===== config.mk =====
export PLATFORM = sky130hd
export DESIGN_NAME = uart_irq_ctrl
export DESIGN_NICKNAME = d
export VERILOG_FILES = /design/src/rtl/uart_irq_ctrl.sv
export SDC_FILE = /design/constraint.sdc
export NUM_CORES = 1
export LEC_CHECK = 0
export ABC_AREA = 1
export CORE_ASPECT_RATIO = 1.1
export CORE_MARGIN = 2
export CORE_UTILIZATION = 60
export CTS_CLUSTER_DIAMETER = 120
export DETAILED_ROUTE_END_ITERATION = 10
export DONT_BUFFER_PORTS = 1
export GPL_ROUTABILITY_DRIVEN = 0
export PLACE_DENSITY = 0.76
export SYNTH_ARGS = -nofsm -noshare
export SYNTH_HDL_FRONTEND = slang
export SYNTH_SLANG_ARGS = --single-unit

===== constraint.sdc =====
create_clock -name i_clk -period 3.84 [get_ports i_clk]
set_input_delay 0.768 -clock i_clk [delete_from_list [all_inputs] [get_ports i_clk]]
set_output_delay 0.768 -clock i_clk [all_outputs]
set_load 0.01 [all_outputs]

===== src/rtl/uart_irq_ctrl.sv =====
// UART interrupt controller: sticky per-source pending/overrun capture, masked IRQ bus,
// and one coalesced interrupt line with a lowest-index source ID.
//
// state   | meaning
// S_IDLE  | no unmasked activity being accumulated
// S_ACCUM | counting unmasked captures and elapsed cycles towards threshold/timeout
// S_FIRE  | combined interrupt asserted until no unmasked source remains pending
module uart_irq_ctrl #(
  parameter int EVENTS_NUM = 32,
  parameter int CNT_W      = 8,
  parameter int TMO_W      = 16
) (
  input  logic                          i_clk,
  input  logic                          i_nrst,
  input  logic [EVENTS_NUM-1:0]         i_events,
  input  logic [EVENTS_NUM-1:0]         i_edge_mode,
  input  logic [EVENTS_NUM-1:0]         i_mask,
  input  logic [EVENTS_NUM-1:0]         i_set,
  input  logic [EVENTS_NUM-1:0]         i_clear,
  input  logic [CNT_W-1:0]              i_coal_thr,
  input  logic [TMO_W-1:0]              i_coal_tmo,
  output logic [EVENTS_NUM-1:0]         o_pending,
  output logic [EVENTS_NUM-1:0]         o_overrun,
  output logic [EVENTS_NUM-1:0]         o_irq_bus,
  output logic                          o_irq,
  output logic [$clog2(EVENTS_NUM)-1:0] o_irq_id
);

  localparam int ID_W = $clog2(EVENTS_NUM);

  typedef enum logic [1:0] {
    S_IDLE  = 2'd0,
    S_ACCUM = 2'd1,
    S_FIRE  = 2'd2
  } state_t;

  state_t                r_state;
  logic [EVENTS_NUM-1:0] r_prev;
  logic [EVENTS_NUM-1:0] r_pending;
  logic [EVENTS_NUM-1:0] r_overrun;
  logic [EVENTS_NUM-1:0] r_irq_bus;
  logic [ID_W-1:0]       r_irq_id;
  logic [CNT_W-1:0]      r_cnt;
  logic [TMO_W-1:0]      r_tmr;
  logic                  r_irq;

  logic [EVENTS_NUM-1:0] w_cap;
  logic [EVENTS_NUM-1:0] w_pend_nxt;
  logic [EVENTS_NUM-1:0] w_ovr_nxt;
  logic [EVENTS_NUM-1:0] w_unmasked;
  logic                  w_ucap;
  logic                  w_act;
  logic [CNT_W-1:0]      w_cnt_new;
  logic [TMO_W-1:0]      w_tmr_inc;
  logic [ID_W-1:0]       w_id;

  assign w_cap      = i_set | (i_edge_mode & i_events & ~r_prev) | (~i_edge_mode & i_events);
  // capture beats clear for pending; clear beats a new overrun
  assign w_pend_nxt = w_cap | (r_pending & ~i_clear);
  assign w_ovr_nxt  = (r_overrun | (w_cap & r_pending)) & ~i_clear;
  assign w_unmasked = r_pending & ~i_mask;
  assign w_ucap     = |(w_cap & ~i_mask);
  assign w_act      = |(w_pend_nxt & ~i_mask);

  assign w_cnt_new = !w_ucap ? r_cnt : ((r_cnt == '1) ? r_cnt : r_cnt + CNT_W'(1));
  assign w_tmr_inc = (r_tmr == '1) ? r_tmr : r_tmr + TMO_W'(1);

  always_comb begin
    w_id = '0;
    for (int i = EVENTS_NUM - 1; i >= 0; i--) begin
      if (w_unmasked[i]) w_id = ID_W'(i);
    end
  end

  always_ff @(posedge i_clk or negedge i_nrst) begin
    if (!i_nrst) begin
      r_prev    <= '0;
      r_pending <= '0;
      r_overrun <= '0;
      r_irq_bus <= '0;
      r_irq_id  <= '0;
    end else begin
      r_prev    <= i_events;
      r_pending <= w_pend_nxt;
      r_overrun <= w_ovr_nxt;
      r_irq_bus <= w_unmasked;
      r_irq_id  <= w_id;
    end
  end

  always_ff @(posedge i_clk or negedge i_nrst) begin
    if (!i_nrst) begin
      r_state <= S_IDLE;
      r_cnt   <= '0;
      r_tmr   <= '0;
      r_irq   <= 1'b0;
    end else begin
      r_irq <= (r_state == S_FIRE);
      case (r_state)
        S_IDLE: begin
          if (w_ucap) begin
            r_cnt   <= CNT_W'(1);
            r_tmr   <= '0;
            r_state <= (i_coal_thr <= CNT_W'(1)) ? S_FIRE : S_ACCUM;
          end
        end
        S_ACCUM: begin
          r_cnt <= w_cnt_new;
          r_tmr <= w_tmr_inc;
          if (!w_act) begin
            r_state <= S_IDLE;
            r_cnt   <= '0;
            r_tmr   <= '0;
          end else if ((w_cnt_new >= i_coal_thr) ||
                       ((i_coal_tmo != '0) && (w_tmr_inc == i_coal_tmo))) begin
            r_state <= S_FIRE;
          end
        end
        S_FIRE: begin
          if (!w_act) begin
            r_state <= S_IDLE;
            r_cnt   <= '0;
            r_tmr   <= '0;
          end
        end
        default: r_state <= S_IDLE;
      endcase
    end
  end

  assign o_pending = r_pending;
  assign o_overrun = r_overrun;
  assign o_irq_bus = r_irq_bus;
  assign o_irq     = r_irq;
  assign o_irq_id  = r_irq_id;

endmodule


==> impl_metrics.json <==
{
  "status": "complete, no violations",
  "crit_path_top_delay_cell": "a2111oi_2",
  "syn_area_per_cell_sq_um": 8.58,
  "numCtsBuffers": 17,
  "yosysWarnings": 0,
  "tightest_slew_ns": 0.531,
  "cts.repair.resized": 0,
  "fp.dieH_um": 121,
  "drc_errors": 0,
  "core_area_sq_um": 12000,
  "hold_violations": 0,
  "place_hpwl_um": 15200,
  "fill_cells": 924,
  "grt_overflow": 0,
  "finish.utilization_pct": 69.0,
  "wirelength_um": 19300,
  "diodes": 0,
  "clkTransAtPathRegs_ns": 0.07,
  "grt_pass1_wl_um": 29200,
  "max_freq_mhz": 280,
  "powerDensity_nw_per_um2": 529,
  "grt_max_degree": 161,
  "seq_area_frac_synth_pct": 54.0,
  "root_buffer": "clkbuf_16",
  "dr.pass1.iters": 4,
  "drive_gt1_share_pct": 6.78,
  "critical_path_arrival_ns": 3.88,
  "seq_area_sq_um": 4000,
  "hold_buffers": 0,
  "async_flop_share_pct": 100,
  "synth_ff_type": "dfrtp_1",
  "synth_nets": 1062,
  "cts_tree": "done",
  "peakVddDrop_v": 0.000397,
  "path_max_fanout": 5,
  "start_kind": "flip-flop",
  "setup_viol": 0,
  "synth_edf_count": 0,
  "io_buffers": 0,
  "drt_iter0_drc": 389,
  "ant_nets": 0,
  "syn_inst": 863,
  "period_needed_ns": 3.57,
  "critical_path_class": "flip-flop to flip-flop",
  "fin_nets": 1086,
  "dp.cells": 1022,
  "final_common_cell": "inv_1",
  "clock_latency_ns": 0.43,
  "antenna_found_initial": 0,
  "num_vias": 5943,
  "maxCapViolations": 0,
  "detail_route.wl_per_cell_um": 18.3,
  "max_slew_margin_pct": 64.5,
  "critPathCaptureType": "flip-flop",
  "path_cells": "nand2_1 > a21oi_1 > o22ai_1 > a21oi_1 > o2111ai_1 > a2111oi_2 > buf_4 > nand2_1 > inv_1 > nor2_1 > inv_1 > nor2_1 > xor2_1 > inv_1 > ha_1 > a21oi_1 > o21ai_0 > a211oi_1 > nand3_1 > nand3_2 > clkinv_2 > nand3_1 > o21ai_1",
  "area_growth_syn_to_layout_pct": 12.1,
  "multi_input_area_sq_um": 2780,
  "ioPinCount": 288,
  "core.rowCount": 42,
  "dieArea_sq_um": 13300,
  "grt_usage_pct": 29.2,
  "p_leak_nw": 4.24,
  "start_util_pct": 61.6,
  "cpPeakStageDelay_ns": 0.35,
  "cts_setup_buffers": 0,
  "layout_common_cells": "166 x inv_1, 160 x dfrtp_1, 132 x nand2_1",
  "cts.sinks": 160,
  "ys_types": 40,
  "grt_pass1_vias": 6200,
  "finClkSkew_ns": 0.0115,
  "syn_area_sq_um": 7410,
  "hold_class": "input port to async pin",
  "htree_num_levels": 4,
  "period_share_pct": 92.9,
  "slew_violations": 0,
  "clock_path_buffers": 2,
  "dieWidth_um": 110,
  "worstPathRequired_ns": 4.15,
  "synth_seq_cells": 160,
  "stdcell_count": 1054,
  "vias_per_cell": 5.64
}
layout make-up:
class                           count  area share, %
Tap cell                          154           2.32
Clock buffer                       21           5.78
Sequential cell                   160           48.2
Multi-Input combinational cell    530           33.4
Clock inverter                     11           1.82
Timing Repair Buffer                8          0.723
Inverter                          170           7.70
cells by family after synthesis:
logic type / Yosys count / share of synthesized area, %
AO/OA/AOI/OAI: 177 / 13.6
XOR/XNOR: 26 / 3.18
adder cells (fa/ha/maj): 13 / 2.20
buffers and inverters: 173 / 8.87
flip-flops: 160 / 54.0
AND/OR/NAND/NOR: 314 / 18.1
routing by layer:
layer  up-vias  routed length [um]  global-route usage [%]
li1       2818                   -                       -
met2       241                9970                    50.6
met1      2835                6900                    31.7
met4         0                 705                    14.0
met3        49                1750                    9.65
met5         -                   0                       0
state kept, by name, summed over array words and instances, names as in the netlist:
name and count:
o_irq 1, o_pending 32, o_irq_bus 32, r_cnt 8, r_prev 32, o_irq_id 5
o_overrun 32, r_tmr 16, r_state 2
Yosys cell counts (2+ instances only):
library cell | number | area, sq um
inv_1 | 166 | 623
dfrtp_1 | 160 | 4000
nand2_1 | 132 | 495
nor2_1 | 126 | 473
a21oi_1 | 62 | 310
o21ai_0 | 56 | 280
o22ai_1 | 21 | 131
xor2_1 | 20 | 175
ha_1 | 13 | 163
nor3_1 | 13 | 65.1
nand3_1 | 12 | 60.1
nor4_1 | 11 | 68.8
nand4_1 | 9 | 56.3
o21ai_1 | 7 | 35.0
a221oi_1 | 6 | 52.6
a31oi_1 | 6 | 37.5
xnor2_1 | 5 | 43.8
a22o_1 | 4 | 35.0
o211ai_1 | 4 | 30.0
inv_2 | 3 | 11.3
buf_2 | 2 | 10.0
nand2_2 | 2 | 12.5
nand3_2 | 2 | 20.0
nor2_4 | 2 | 22.5
nor3_4 | 2 | 32.5
o2111ai_1 | 2 | 17.5
o21bai_1 | 2 | 15.0
power by group:
part / internal, mW / switching [mW]
logic: 0.226 / 0.440
registers: 1.82 / 0.134
clock network: 1.10 / 0.682
total: 3.14 / 1.26
final timing paths:
check | depth (start not counted) | start | slack, ns | to
worst min register to register | 2 | r_tmr[6]$_DFFE_PN0P_ | 0.54 | r_tmr[6]$_DFFE_PN0P_
worst max register to register | 23 | r_prev[1]$_DFF_PN0_ | 0.27 | r_state[0]$_DFFE_PN0P_
max in group asynchronous | 0 | i_nrst | 3.52 | o_irq_bus[16]$_DFF_PN0_
worst min-delay path | 0 | i_nrst | 0.04 | r_prev[14]$_DFF_PN0_
worst max-delay path | 23 | r_prev[1]$_DFF_PN0_ | 0.27 | r_state[0]$_DFFE_PN0P_
min in group i_clk | 0 | i_events[29] | 0.36 | r_prev[29]$_DFF_PN0_
worst max-delay path, delay by kind of cell (launching register included):
| kind | cells | cell delay, ns |
|---|---|---|
| AOI/OAI and AO/OA | 9 | 1.62 |
| xor gates and xnor gates | 1 | 0.19 |
| buffers and inverters | 5 | 0.49 |
| adders and majority gates | 1 | 0.29 |
| and+or+nand+nor | 7 | 0.52 |
| DFF | 1 | 0.34 |
metrics by stage:
step	TNS, ns	cell area, sq um	total power [mW]	setup WS [ns]	hold WS, ns
2_1_floorplan	0	7410	2.44	0.444	0.472
3_3_place_gp	-0.000508	7640	2.59	-0.000508	0.476
3_5_place_dp	-0.410	7640	2.63	-0.219	0.477
4_1_cts	0	8280	4.41	0.165	0.0209
5_1_grt	-0.0390	8310	4.59	-0.0214	0.0114
6_report	0	8310	4.39	0.271	0.0374
Power figures use the tool's default switching activity.
